==> src/rtl/usb_rx_packet_decoder.sv <==
// Receive-side USB packet decoder: NRZI decode, unstuffing, SYNC/PID checks, byte delivery, EOP status.
// Optional CRC16 check on DATAx payloads is compiled in with `define USB_RX_CRC16_EN.
module usb_rx_packet_decoder #(
  parameter int unsigned MAX_BYTES    = 64,
  parameter int unsigned SYNC_TIMEOUT = 32,
  parameter int unsigned STUFF_LEN    = 6,
  localparam int unsigned CNT_W       = $clog2(MAX_BYTES + 1)
) (
  input  logic             clock,
  input  logic             reset_n,
  input  logic             dp_in,
  input  logic             dm_in,
  input  logic             host_sending,
  output logic             rx_active,
  output logic [3:0]       pid_out,
  output logic             pid_valid,
  output logic [7:0]       byte_out,
  output logic             byte_valid,
  output logic [CNT_W-1:0] byte_count,
  output logic             pkt_done,
  output logic             pkt_err,
  output logic [2:0]       err_code
);

  localparam int unsigned TO_W   = $clog2(SYNC_TIMEOUT + 1);
  localparam int unsigned ONES_W = $clog2(STUFF_LEN + 1);

  localparam logic [2:0] ERR_PID     = 3'd1;
  localparam logic [2:0] ERR_STUFF   = 3'd2;
  localparam logic [2:0] ERR_OVF     = 3'd3;
  localparam logic [2:0] ERR_ALIGN   = 3'd4;
  localparam logic [2:0] ERR_TIMEOUT = 3'd5;
  localparam logic [2:0] ERR_CRC     = 3'd6;

  typedef enum logic [2:0] {
    S_IDLE,
    S_SYNC_HUNT,
    S_PID,
    S_DATA,
    S_DRAIN
  } state_t;

  state_t            state_q, state_d;
  logic              prev_lvl_q, prev_lvl_d;
  logic              rx_active_q, rx_active_d;
  logic [3:0]        pid_out_q, pid_out_d;
  logic              pid_valid_q, pid_valid_d;
  logic [7:0]        byte_out_q, byte_out_d;
  logic              byte_valid_q, byte_valid_d;
  logic [CNT_W-1:0]  byte_count_q, byte_count_d;
  logic              pkt_done_q, pkt_done_d;
  logic              pkt_err_q, pkt_err_d;
  logic [2:0]        err_code_q, err_code_d;
  logic [7:0]        sr_q, sr_d;
  logic [2:0]        bit_cnt_q, bit_cnt_d;
  logic [ONES_W-1:0] ones_q, ones_d;
  logic [2:0]        zeros_q, zeros_d;
  logic [TO_W-1:0]   tmo_q, tmo_d;
  logic              se0_seen_q, se0_seen_d;

  logic       line_j_c, line_k_c, line_jk_c, line_se0_c, line_bit_c;
  logic       stuff_slot_c, bit_take_c, stuff_err_c;
  logic [7:0] shift_c;
  logic       crc_bad_c;

  // Line classification; SE1 falls into the SE0 bucket.
  assign line_j_c     = dp_in & ~dm_in;
  assign line_k_c     = ~dp_in & dm_in;
  assign line_jk_c    = line_j_c | line_k_c;
  assign line_se0_c   = ~line_jk_c;
  assign line_bit_c   = line_jk_c & (line_j_c == prev_lvl_q);
  assign stuff_slot_c = (ones_q == ONES_W'(STUFF_LEN));
  assign bit_take_c   = line_jk_c & ~stuff_slot_c;
  assign stuff_err_c  = line_jk_c & stuff_slot_c & line_bit_c;
  assign shift_c      = {line_bit_c, sr_q[7:1]};

`ifdef USB_RX_CRC16_EN
  logic [15:0] crc_q, crc_d;
  logic        crc_chk_q, crc_chk_d;
  logic        crc_fb_c;
  logic [15:0] crc_next_c;

  assign crc_fb_c   = line_bit_c ^ crc_q[15];
  assign crc_next_c = {crc_q[14:0], 1'b0} ^ (crc_fb_c ? 16'h8005 : 16'h0000);
  assign crc_bad_c  = crc_chk_q & (crc_q != 16'h800D);
`else
  assign crc_bad_c  = 1'b0;
`endif

  always_comb begin
    state_d      = state_q;
    prev_lvl_d   = line_jk_c ? line_j_c : prev_lvl_q;
    rx_active_d  = rx_active_q;
    pid_out_d    = pid_out_q;
    pid_valid_d  = 1'b0;
    byte_out_d   = byte_out_q;
    byte_valid_d = 1'b0;
    byte_count_d = byte_count_q;
    pkt_done_d   = 1'b0;
    pkt_err_d    = 1'b0;
    err_code_d   = err_code_q;
    sr_d         = sr_q;
    bit_cnt_d    = bit_cnt_q;
    ones_d       = ones_q;
    zeros_d      = zeros_q;
    tmo_d        = tmo_q;
    se0_seen_d   = se0_seen_q;
`ifdef USB_RX_CRC16_EN
    crc_d        = crc_q;
    crc_chk_d    = crc_chk_q;
`endif

    // Run-length of decoded ones for destuffing, tracked from the PID onward.
    if ((state_q == S_PID || state_q == S_DATA) && line_jk_c) begin
      if (stuff_slot_c || !line_bit_c) ones_d = '0;
      else                             ones_d = ONES_W'(ones_q + 1'b1);
    end

    case (state_q)
      S_IDLE: begin
        if (line_k_c) begin
          state_d      = S_SYNC_HUNT;
          rx_active_d  = 1'b1;
          tmo_d        = '0;
          zeros_d      = 3'd1;
          err_code_d   = '0;
          byte_count_d = '0;
          se0_seen_d   = 1'b0;
        end
      end

      S_SYNC_HUNT: begin
        if (line_se0_c) begin
          state_d     = S_IDLE;
          rx_active_d = 1'b0;
        end else if (line_bit_c && zeros_q == 3'd7) begin
          state_d   = S_PID;
          ones_d    = '0;
          bit_cnt_d = '0;
        end else if (tmo_q == TO_W'(SYNC_TIMEOUT - 1)) begin
          state_d     = S_IDLE;
          rx_active_d = 1'b0;
          err_code_d  = ERR_TIMEOUT;
          pkt_err_d   = 1'b1;
        end else begin
          tmo_d = TO_W'(tmo_q + 1'b1);
          if (line_bit_c)           zeros_d = '0;
          else if (zeros_q != 3'd7) zeros_d = 3'(zeros_q + 1'b1);
        end
      end

      S_PID: begin
        if (line_se0_c) begin
          state_d    = S_DRAIN;
          err_code_d = ERR_ALIGN;
          se0_seen_d = 1'b1;
        end else if (stuff_err_c) begin
          state_d    = S_DRAIN;
          err_code_d = ERR_STUFF;
          se0_seen_d = 1'b0;
        end else if (bit_take_c) begin
          sr_d      = shift_c;
          bit_cnt_d = 3'(bit_cnt_q + 1'b1);
          if (bit_cnt_q == 3'd7) begin
            if (shift_c[7:4] == ~shift_c[3:0]) begin
              state_d      = S_DATA;
              pid_out_d    = shift_c[3:0];
              pid_valid_d  = 1'b1;
              byte_count_d = '0;
              se0_seen_d   = 1'b0;
`ifdef USB_RX_CRC16_EN
              crc_d        = 16'hFFFF;
              crc_chk_d    = (shift_c[1:0] == 2'b11);
`endif
            end else begin
              state_d    = S_DRAIN;
              err_code_d = ERR_PID;
              se0_seen_d = 1'b0;
            end
          end
        end
      end

      S_DATA: begin
        if (se0_seen_q) begin
          // Waiting for the J that closes EOP; the verdict was fixed at SE0.
          if (line_j_c) begin
            state_d     = S_IDLE;
            rx_active_d = 1'b0;
            if (err_code_q == 3'd0) pkt_done_d = 1'b1;
            else                    pkt_err_d  = 1'b1;
          end
        end else if (line_se0_c) begin
          se0_seen_d = 1'b1;
          if (bit_cnt_q != 3'd0) err_code_d = ERR_ALIGN;
          else if (crc_bad_c)    err_code_d = ERR_CRC;
        end else if (stuff_err_c) begin
          state_d    = S_DRAIN;
          err_code_d = ERR_STUFF;
        end else if (bit_take_c) begin
          sr_d      = shift_c;
          bit_cnt_d = 3'(bit_cnt_q + 1'b1);
`ifdef USB_RX_CRC16_EN
          crc_d     = crc_next_c;
`endif
          if (bit_cnt_q == 3'd7) begin
            if (byte_count_q == CNT_W'(MAX_BYTES)) begin
              state_d    = S_DRAIN;
              err_code_d = ERR_OVF;
            end else begin
              byte_out_d   = shift_c;
              byte_valid_d = 1'b1;
              byte_count_d = CNT_W'(byte_count_q + 1'b1);
            end
          end
        end
      end

      S_DRAIN: begin
        if (line_se0_c) begin
          se0_seen_d = 1'b1;
        end else if (line_j_c && se0_seen_q) begin
          state_d     = S_IDLE;
          rx_active_d = 1'b0;
          pkt_err_d   = 1'b1;
        end
      end

      default: begin
        state_d     = S_IDLE;
        rx_active_d = 1'b0;
      end
    endcase

    // Host owns the bus: abandon the packet quietly.
    if (host_sending) begin
      state_d      = S_IDLE;
      rx_active_d  = 1'b0;
      byte_count_d = '0;
      bit_cnt_d    = '0;
      ones_d       = '0;
      zeros_d      = '0;
      tmo_d        = '0;
      se0_seen_d   = 1'b0;
      pid_valid_d  = 1'b0;
      byte_valid_d = 1'b0;
      pkt_done_d   = 1'b0;
      pkt_err_d    = 1'b0;
    end
  end

  always_ff @(posedge clock or negedge reset_n) begin
    if (!reset_n) begin
      state_q      <= S_IDLE;
      prev_lvl_q   <= 1'b1;
      rx_active_q  <= 1'b0;
      pid_out_q    <= '0;
      pid_valid_q  <= 1'b0;
      byte_out_q   <= '0;
      byte_valid_q <= 1'b0;
      byte_count_q <= '0;
      pkt_done_q   <= 1'b0;
      pkt_err_q    <= 1'b0;
      err_code_q   <= '0;
      sr_q         <= '0;
      bit_cnt_q    <= '0;
      ones_q       <= '0;
      zeros_q      <= '0;
      tmo_q        <= '0;
      se0_seen_q   <= 1'b0;
`ifdef USB_RX_CRC16_EN
      crc_q        <= '0;
      crc_chk_q    <= 1'b0;
`endif
    end else begin
      state_q      <= state_d;
      prev_lvl_q   <= prev_lvl_d;
      rx_active_q  <= rx_active_d;
      pid_out_q    <= pid_out_d;
      pid_valid_q  <= pid_valid_d;
      byte_out_q   <= byte_out_d;
      byte_valid_q <= byte_valid_d;
      byte_count_q <= byte_count_d;
      pkt_done_q   <= pkt_done_d;
      pkt_err_q    <= pkt_err_d;
      err_code_q   <= err_code_d;
      sr_q         <= sr_d;
      bit_cnt_q    <= bit_cnt_d;
      ones_q       <= ones_d;
      zeros_q      <= zeros_d;
      tmo_q        <= tmo_d;
      se0_seen_q   <= se0_seen_d;
`ifdef USB_RX_CRC16_EN
      crc_q        <= crc_d;
      crc_chk_q    <= crc_chk_d;
`endif
    end
  end

  assign rx_active  = rx_active_q;
  assign pid_out    = pid_out_q;
  assign pid_valid  = pid_valid_q;
  assign byte_out   = byte_out_q;
  assign byte_valid = byte_valid_q;
  assign byte_count = byte_count_q;
  assign pkt_done   = pkt_done_q;
  assign pkt_err    = pkt_err_q;
  assign err_code   = err_code_q;

endmodule

==> config.mk <==
export PLATFORM = sky130hd
export DESIGN_NAME = usb_rx_packet_decoder
export DESIGN_NICKNAME = d
export VERILOG_FILES = /design/src/rtl/usb_rx_packet_decoder.sv
export SDC_FILE = /design/constraint.sdc
export NUM_CORES = 1
export LEC_CHECK = 0
export BUFFER_PORTS_ARGS = -buffer_cell sky130_fd_sc_hd__buf_2
export CORE_MARGIN = 2
export CORE_UTILIZATION = 50
export CTS_CLUSTER_SIZE = 8
export DETAILED_ROUTE_END_ITERATION = 7
export MAX_ROUTING_LAYER = met4
export PLACE_DENSITY_LB_ADDON = 0.08
export SETUP_SLACK_MARGIN = 0.1
export SLEW_MARGIN = 20
export SYNTH_ARGS = -nofsm -noshare
export SYNTH_HDL_FRONTEND = slang
export SYNTH_SLANG_ARGS = --single-unit
export TNS_END_PERCENT = 10
==> constraint.sdc <==
create_clock -name clock -period 4.5 [get_ports clock]
set_input_delay 0.9 -clock clock [delete_from_list [all_inputs] [get_ports clock]]
set_output_delay 0.9 -clock clock [all_outputs]
set_load 0.02 [all_outputs]
==> results of run 1 <==
-- flip-flops by register name, summed over array words and instances, names as in the netlist --
register / flops
byte_count: 7
se0_seen_q: 1
pid_out: 4
bit_cnt_q: 3
tmo_q: 6
prev_lvl_q: 1
err_code: 3
pkt_done: 1
ones_q: 3
byte_valid: 1
state_q: 3
sr_q: 7
pkt_err: 1
pid_valid: 1
zeros_q: 3
byte_out: 8
rx_active: 1
-- worst paths after layout --
check | endpoint | slack [ps] | cells after the start
setup / recovery | state_q[1] | 1450 | 8
hold / removal | tmo_q[5] | 490 | 1
setup reg to reg | state_q[1] | 1780 | 5
hold reg to reg | tmo_q[5] | 490 | 1
max in group asynchronous | byte_count[1] | 3350 | 2
min in group asynchronous | err_code[2] | 680 | 2
-- cell usage in the layout, fill, tap and decap left out, types with 3 or more instances in the layout --
master,count
mux2i_1,6
mux2_2,22
nor2b_1,6
nor4_1,4
o22ai_1,3
o21a_1,3
or4_1,3
nor3b_1,4
nor3_1,10
inv_1,20
a21oi_1,15
nand3_1,11
a211oi_1,3
a31oi_1,3
clkbuf_8,5
nor2_1,14
nand4_1,5
ha_1,13
a211o_1,6
xor2_1,4
o21ai_0,14
and3_1,6
a221oi_1,3
dfrtp_1,53
nand2_1,26
buf_2,31
-- routing by layer --
metal  share of wire (%)  vias to the layer above  track usage [%]
li1                    -                     1204                -
met1                  46                     1204            31.85
met2                  48                       74            35.08
met3                 5.2                        8            3.804
met4                 1.1                        0            6.167
met5                   0                        -                -
-- worst register-to-register path, delay by kind of cell, from the launching register on --
kind            cells  cell delay (ps)
compound gates      3             1000
flops               1              700
mux                 1              340
simple gates        1              580
-- per-stage QoR --
step	hold WS [ps]	std cells	cell area [µm²]	total power, W	util, %
3_5_place_dp	478.1	408	3296	0.0007686	55.66
6_report	491.4	416	3391	0.001058	57.27
4_1_cts	494.1	416	3391	0.001069	57.27
5_1_grt	507.3	416	3391	0.001114	57.27
2_1_floorplan	451.2	309	3067	0.0006966	-
3_3_place_gp	461.5	408	3296	0.0007684	55.66
-- final cells by class --
class | count | share of cell area (%)
clock inverter | 3 | 0.7749
inverter | 20 | 2.214
timing repair buffer | 33 | 5.018
clock buffer | 5 | 2.030
tap | 75 | 2.768
multi-input combinational | 226 | 47.31
sequential | 54 | 39.89
-- power groups by stage --
stage / registers, W / clock network, W / logic, W
5_1_grt: 0.000545 / 0.000326 / 0.000242
4_1_cts: 0.000540 / 0.000310 / 0.000220
3_3_place_gp: 0.000550 / 0 / 0.000218
6_report: 0.000541 / 0.000298 / 0.000219
2_1_floorplan: 0.000551 / 0 / 0.000146
3_5_place_dp: 0.000550 / 0 / 0.000219
-- cell families after synthesis --
logic type	after synthesis	share of synthesized area [%]
and+or+nand+nor	101	17.58
xor gates and xnor gates	5	1.428
adders and majority gates	13	5.304
buffers and inverters	29	3.590
DFF	54	44.10
muxes	30	10.77
AOI/OAI and AO/OA	77	17.22
==> run summary, run 1 <==
total CTS buffers: 5
Routed WL per cell: 17.06 µm
Remaining Overflow, GRT: 0
Horiz. Die Dim: 82.32 µm
CP Capture Type: register
vias in the first global route: 2346
Worst-path clk slew: 110 ps
# DRC: 0
RePlAce Congestion: 0.9000
# rows: 28
share of the synthesized area in the top cell type: 43.25%
Critical R2R Launch: state_q[0]
DIE HEIGHT: 82.32 µm
sequential-to-total area share from yosys stat: 44.10%
Internal Power: 0.0007044 W
largest net degree at the start of global routing: 55
area of the multi-input gates: 1604 µm²
type of the worst setup path: in -> reg
Sink Count: 54
die area: 6776 µm²
count leader, synth: dfrtp_1
ratio of total power to cell area: 312.1 nW/µm²
Fin Clk Skew: 7.475 ps
Post-CTS Setup Bufs: 0
startpoint types: input port
switching share of power: 33.45%
final hold viol count: 0
Post-synth EDFFs: 0
period utilisation layout: 67.87%
Placeable Area: 5921 µm²
WP data required: 4710 ps
share of total power in sequential cells: 51.1%
Sequential Area: 1353 µm²
CTS tree: done
synth warn: 0
P_sw: 0.0003540 W
max_cap viols: 0
status: finished, final reports clean
worst hold path class: reg -> reg
Slew @ Worst Pin: 682.7 ps
antenna viol nets, final: 0
Buf/Inv on CP: 2
syn avg cell area: 9.925 µm²
area of the mapped netlist: 3067 µm²
critical-path maximum fanout: 9
final net count: 358
initial core utilization: 51.80%
H-tree lvl count: 2
Vias/cell: 5.986
Clock power frac: 28.2%
first-pass GRT wire length: 11.48 mm
Boundary Pins: 32
post-synthesis register bit count: 54
post-route setup TNS: 0 ps
post-synth top area cell: dfrtp_1
setup violators final: 0
ANT cells: 0
PortBufs: 31
post-cts hold buffer count: 0
RSZ-0062 raised after global routing: false
DRT iter0 DRCs: 202
synth top area cells: dfrtp_1 (43%), mux2_2 (8.1%), ha_1 (5.3%)
Top Family by Delay on Critical Path: simple AND/OR/NAND/NOR gates
Mapped Cells: 309
Clk Latency, worst-skew pair: 320 ps
cell breakdown of the critical path: buf_2, inv_1, ha_1, or3b_1, or4_1, a21boi_1, o21ai_2, mux2_1
ys async rst share: 100.0%
via count: 2490
minimum clock period: 3054 ps
clk root buf: clkbuf_8
pre-CTS setup slack: 1142 ps
CTS Buffer Depth: 2
All-Layer GR Usage: 22.98%
Slew headroom: 54.21%
Post-Synthesis Net Count: 327
CP max-delay cell: or3b_1
worst setup slack after layout: 1446 ps
post-CTS sizing: 0
Worst EP arrival: 3260 ps
Final Max Tran Viols: 0
most common library cells after synthesis: dfrtp_1 (53), nand2_1 (26), mux2_2 (22)
DRT Pass-1 Iters: 4
fmax: 327.4 MHz
critical path startpoint: dp_in
Synth Flop Type: dfrtp_1
fillers: 524
Gate power share: 20.7%
CP max stage delay: 560 ps
hpwl dp: 5.055 mm
Lkg Pwr: 1.652 nW
hold_sp: tmo_q[5]
worst vdd ir: 0.0001826 V
initial antenna violation count: 0
P&R area growth vs syn: 10.57%
final WL: 7.095 mm
share of cells above drive strength 1: 21.11%
Synth cell types: 59
Note: power is estimated with default switching activity, not from simulation.
==> run 2: changes to the inputs <==
--- a/config.mk
+++ b/config.mk
@@ -5,6 +5,7 @@
 export SDC_FILE = /design/constraint.sdc
 export NUM_CORES = 1
 export LEC_CHECK = 0
+export ABC_AREA = 1
 export BUFFER_PORTS_ARGS = -buffer_cell sky130_fd_sc_hd__buf_2
 export CORE_MARGIN = 2
 export CORE_UTILIZATION = 50
==> constraint.sdc (replaced) <==
create_clock -name clock -period 3.1 [get_ports clock]
set_input_delay 0.62 -clock clock [delete_from_list [all_inputs] [get_ports clock]]
set_output_delay 0.62 -clock clock [all_outputs]
set_load 0.02 [all_outputs]
==> run summary, run 2 <==
# rows: 29
worst setup slack after layout: 968.2 ps
Boundary Pins: 32
final hold viol count: 0
type of the worst setup path: in -> reg
CP max stage delay: 300 ps
post-route setup TNS: 0 ps
share of the synthesized area in the top cell type: 40.35%
largest net degree at the start of global routing: 41
worst vdd ir: 0.0002502 V
DRT iter0 DRCs: 219
Slew headroom: 39.52%
Synth cell types: 35
first-pass GRT wire length: 13.02 mm
cell breakdown of the critical path: buf_2, inv_1, ha_1, inv_2, nand2_1, inv_1, o21a_1, nand2_1, nor2_1, nand2_2, nand2_1, o21ai_2
Post-synth EDFFs: 0
ANT cells: 0
post-synth top area cell: dfrtp_1
Mapped Cells: 435
worst hold path class: in -> async
RePlAce Congestion: 0.9128
final WL: 7.405 mm
initial antenna violation count: 0
max_cap viols: 0
vias in the first global route: 2761
Horiz. Die Dim: 85.08 µm
post-cts hold buffer count: 0
clk root buf: clkbuf_8
largest family of logic cells by synthesized area: simple AND/OR/NAND/NOR gates
P&R area growth vs syn: 8.755%
Synth Flop Type: dfrtp_1
pre-CTS setup slack: 625.5 ps
most common library cells after synthesis: nand2_1 (125), dfrtp_1 (53), nor2_1 (45)
Synth Area in Compound Gates: 13.06%
startpoint types: input port
initial core utilization: 51.76%
Routed WL per cell: 13.66 µm
Buf/Inv on CP: 4
mux contribution to synthesized area: 0%
DIE HEIGHT: 85.08 µm
Worst R2R Path Depth: 9
status: finished, final reports clean
Placed Cells: 534
via count: 2915
Critical R2R Launch: byte_count[0]
Design Area, Final: 3575 µm²
fmax: 469.1 MHz
die area: 7239 µm²
Vias/cell: 5.378
post-CTS sizing: 0
period utilisation layout: 68.77%
Worst EP arrival: 2330 ps
Clk Latency, worst-skew pair: 310 ps
Final Max Tran Viols: 0
CTS tree: done
ratio of total power to cell area: 424.6 nW/µm²
RSZ-0062 raised after global routing: false
post-synthesis register bit count: 54
setup violators final: 0
Placeable Area: 6350 µm²
most used cell along the critical path: nand2_1
H-tree lvl count: 2
most frequent cells in the layout: nand2_1 (125), dfrtp_1 (53), nor2_1 (45), o21ai_0 (40), inv_1 (37)
Remaining Overflow, GRT: 0
hpwl dp: 5.497 mm
Top Family by Delay on Critical Path: simple AND/OR/NAND/NOR gates
sequential-to-total area share from yosys stat: 41.15%
CTS Buffer Depth: 2
critical-path maximum fanout: 14
Lkg Pwr: 1.818 nW
overall power: 0.001518 W
CP Capture Type: register
All-Layer GR Usage: 22.75%
Synth Area in Adders: 4.949%
Worst-path clk slew: 110 ps
synth top area cells: dfrtp_1 (40%), nand2_1 (14%), o21ai_0 (6.1%)
PortBufs: 31
# DRC: 0
count leader, synth: nand2_1
reg-to-reg slack, setup: 1000 ps
DRT Pass-1 Iters: 5
WP data required: 3300 ps
Sink Count: 54
synth warn: 0
CP max-delay cell: ha_1
FF-to-FF End: byte_out[7]
Post-Synthesis Net Count: 453
Post-CTS Setup Bufs: 0
Fin Clk Skew: 13.47 ps
syn avg cell area: 7.556 µm²
commonest non-fill, non-tap cell in the layout: nand2_1
minimum clock period: 2132 ps
final non-filler cell total: 542
final net count: 482
ys async rst share: 100.0%
Synth Area in XOR/XNOR: 1.066%
share of cells above drive strength 1: 17.20%
Synth Area in Simple Gates: 32.39%
Slew @ Worst Pin: 903.2 ps
area of the mapped netlist: 3287 µm²
total CTS buffers: 5
placed instance area: 3480 µm²
max reg flops: 8
antenna viol nets, final: 0
run 2: metal layers:
metal,vias up,track usage [%],routed length [µm]
met5,-,-,0
met4,0,7.215,145
met3,11,3.502,401
met2,92,34.45,3392
met1,1336,31.54,3465
li1,1476,-,-
run 2: kinds of logic after synthesis:
logic type / after synthesis
and+or+nand+nor: 239
AOI/OAI and AO/OA: 70
buffers and inverters: 55
DFF: 54
adders and majority gates: 13
xor gates and xnor gates: 4
run 2: area by class of cell:
cell class | count | area, µm²
tap | 77 | 96.34
inverter | 43 | 161.4
multi-input combinational | 326 | 1692
fill | 590 | 2775
clock buffer | 5 | 68.82
timing repair buffer | 34 | 177.7
sequential | 54 | 1353
clock inverter | 3 | 26.28
run 2: worst max path at each step:
| stage | from | to | slack (ps) | cells after the start |
|---|---|---|---|---|
| 6_report | dp_in | byte_count[6] | 970 | 12 |
| 5_1_grt | dp_in | byte_count[4] | 720 | 13 |
| 4_1_cts | dp_in | byte_count[6] | 960 | 13 |
| 3_5_place_dp | dp_in | byte_count[6] | 630 | 13 |
| 3_3_place_gp | dp_in | byte_out[3] | 690 | 8 |
| 2_1_floorplan | dp_in | err_code[0] | 1000 | 13 |
run 2: report_power, final:
group / internal [W] / switching, W / total [W]
registers: 0.000736 / 0.0000313 / 0.000768
logic: 0.0000900 / 0.000239 / 0.000329
clock network: 0.000168 / 0.000253 / 0.000421
total: 0.000995 / 0.000523 / 0.00152
run 2: through the flow:
stage | hold slack [ps] | utilization, %
CTS | 455.1 | 56.30
global placement | 464.1 | 54.80
global route | 504.4 | 56.30
finish | 424.5 | 56.30
detailed placement | 463.4 | 54.80
floorplan | 324.4 | -
run 2: worst register-to-register path: cells and delay by family (launching register included):
family                   cells  cell delay (ps)
AND/OR/NAND/NOR              5             1150
flip-flops                   1              450
adder cells (fa/ha/maj)      1              200
buffers and inverters        2              120
AO/OA/AOI/OAI                1               60
==> run 3: changes to the inputs <==
==> constraint.sdc (replaced) <==
create_clock -name clock -period 1.8 [get_ports clock]
set_input_delay 0.36 -clock clock [delete_from_list [all_inputs] [get_ports clock]]
set_output_delay 0.36 -clock clock [all_outputs]
set_load 0.02 [all_outputs]
==> run summary, run 3 (synthesis results as in run 2) <==
H-tree lvl count: 2
worst vdd ir: 0.0005089 V
RSZ-0062 raised after global routing: true
period utilisation layout: 94.11%
Routed WL per cell: 14.56 µm
Sink Count: 54
DIE HEIGHT: 85.08 µm
overall power: 0.002976 W
type of the worst setup path: reg -> reg
Lkg Pwr: 2.173 nW
DRT iter0 DRCs: 212
fmax: 590.3 MHz
All-Layer GR Usage: 25.81%
WP data required: 2020 ps
total CTS buffers: 5
worst hold path class: in -> reg
Design Area, Final: 4409 µm²
Worst R2R Path Depth: 12
Worst EP arrival: 1910 ps
final hold viol count: 0
P&R area growth vs syn: 34.15%
commonest non-fill, non-tap cell in the layout: nand2_1
PortBufs: 31
placed instance area: 3985 µm²
Remaining Overflow, GRT: 0
Slew @ Worst Pin: 486.8 ps
# rows: 29
Clk Latency, worst-skew pair: 320 ps
minimum clock period: 1694 ps
area of the multi-input gates: 1986 µm²
first-pass GRT wire length: 14.61 mm
ANT cells: 0
Placeable Area: 6350 µm²
vias in the first global route: 3133
setup violators final: 0
Hold Path Cell Cnt: 3
pre-CTS setup slack: -217.5 ps
antenna viol nets, final: 0
FF-to-FF End: err_code[2]
die area: 7239 µm²
CP Capture Type: register
startpoint types: register
Boundary Pins: 32
critical-path maximum fanout: 4
Horiz. Die Dim: 85.08 µm
hpwl dp: 6.410 mm
fillers: 571
Fin Clk Skew: 10.95 ps
RePlAce Congestion: 0.9846
Worst-path clk slew: 110 ps
ratio of total power to cell area: 675.1 nW/µm²
CTS Buffer Depth: 2
Setup crit end: err_code[2]
critical path startpoint: ones_q[0]
initial core utilization: 51.76%
Vias/cell: 5.351
reg-to-reg slack, setup: 110 ps
most frequent cells in the layout: nand2_1 (111), buf_4 (64), dfrtp_1 (48), nor2_1 (34), buf_2 (32)
via count: 3259
clk root buf: clkbuf_8
# DRC: 0
CTS tree: done
Min Hold Slack: 459.5 ps
fin util: 69.44%
Sequential Area: 1359 µm²
Slew headroom: 67.55%
largest net degree at the start of global routing: 26
max_cap viols: 0
worst setup slack after layout: 105.9 ps
max reg flops: 8
Critical R2R Launch: ones_q[0]
Final Max Tran Viols: 0
initial antenna violation count: 0
share of cells above drive strength 1: 38.53%
DRT Pass-1 Iters: 5
final net count: 549
final WL: 8.869 mm
status: finished, final reports clean
run 3: changes by cell type in the layout (fill, tap and decap cells not counted), sizes merged:
cell         change
buf             +65
inv              -2
nand2            +1
clkinv           +2
dlygate4sd3      +1
run 3: layout make-up:
| type | instances | area share [%] |
|---|---|---|
| clock buffer | 5 | 1.561 |
| tap | 77 | 2.185 |
| inverter | 43 | 3.831 |
| multi-input combinational | 327 | 45.03 |
| timing repair buffer | 100 | 15.92 |
| clock inverter | 3 | 0.6527 |
| sequential | 54 | 30.82 |
run 3: how the worst min path moves through the flow:
stage / startpoint / endpoint / slack [ps]
after detailed placement: reset_n / sr_q[5] / 350
after floorplan: reset_n / bit_cnt_q[0] / 60
final: host_sending / byte_valid / 460
after global placement: reset_n / pid_out[0] / 350
after CTS: host_sending / byte_valid / 460
after global routing: host_sending / byte_valid / 470
run 3: critical path, stage by stage, from the launching register on:
cell,delay [ps]
dfrtp_1,390
inv_1,60
ha_1,150
nand2_2,90
inv_1,100
nand2_1,100
nor2_2,170
nor3_2,80
a21boi_2,140
buf_4,150
nand2_2,70
nand2_1,60
nand2_1,40
run 3: report_power, final:
part           total, W  internal [W]  switching (W)
registers       0.00133       0.00127      0.0000588
clock network  0.000727      0.000289       0.000438
logic          0.000921      0.000360       0.000561
run 3: per-stage QoR:
step / instances / TNS, ps
final: 609 / 0
after global routing: 609 / 0
after CTS: 603 / 0
after detailed placement: 592 / -3514
after global placement: 592 / -2232
after floorplan: 435 / 0
run 3: timing repair:
action,in CTS,in global routing
gates resized for setup,13,65
cloned,1,0
hold buffers,1,0
endpoints found under the hold margin,1,0
setup endpoints to repair,29,42
setup buffers,1,6
pin swaps,2,21
run 3: layer usage:
layer	vias up	track usage, %	routed length [µm]
met5	-	-	0
met4	0	5.195	113
met3	9	3.794	511
met2	107	41.34	4245
met1	1527	35.21	3998
li1	1616	-	-
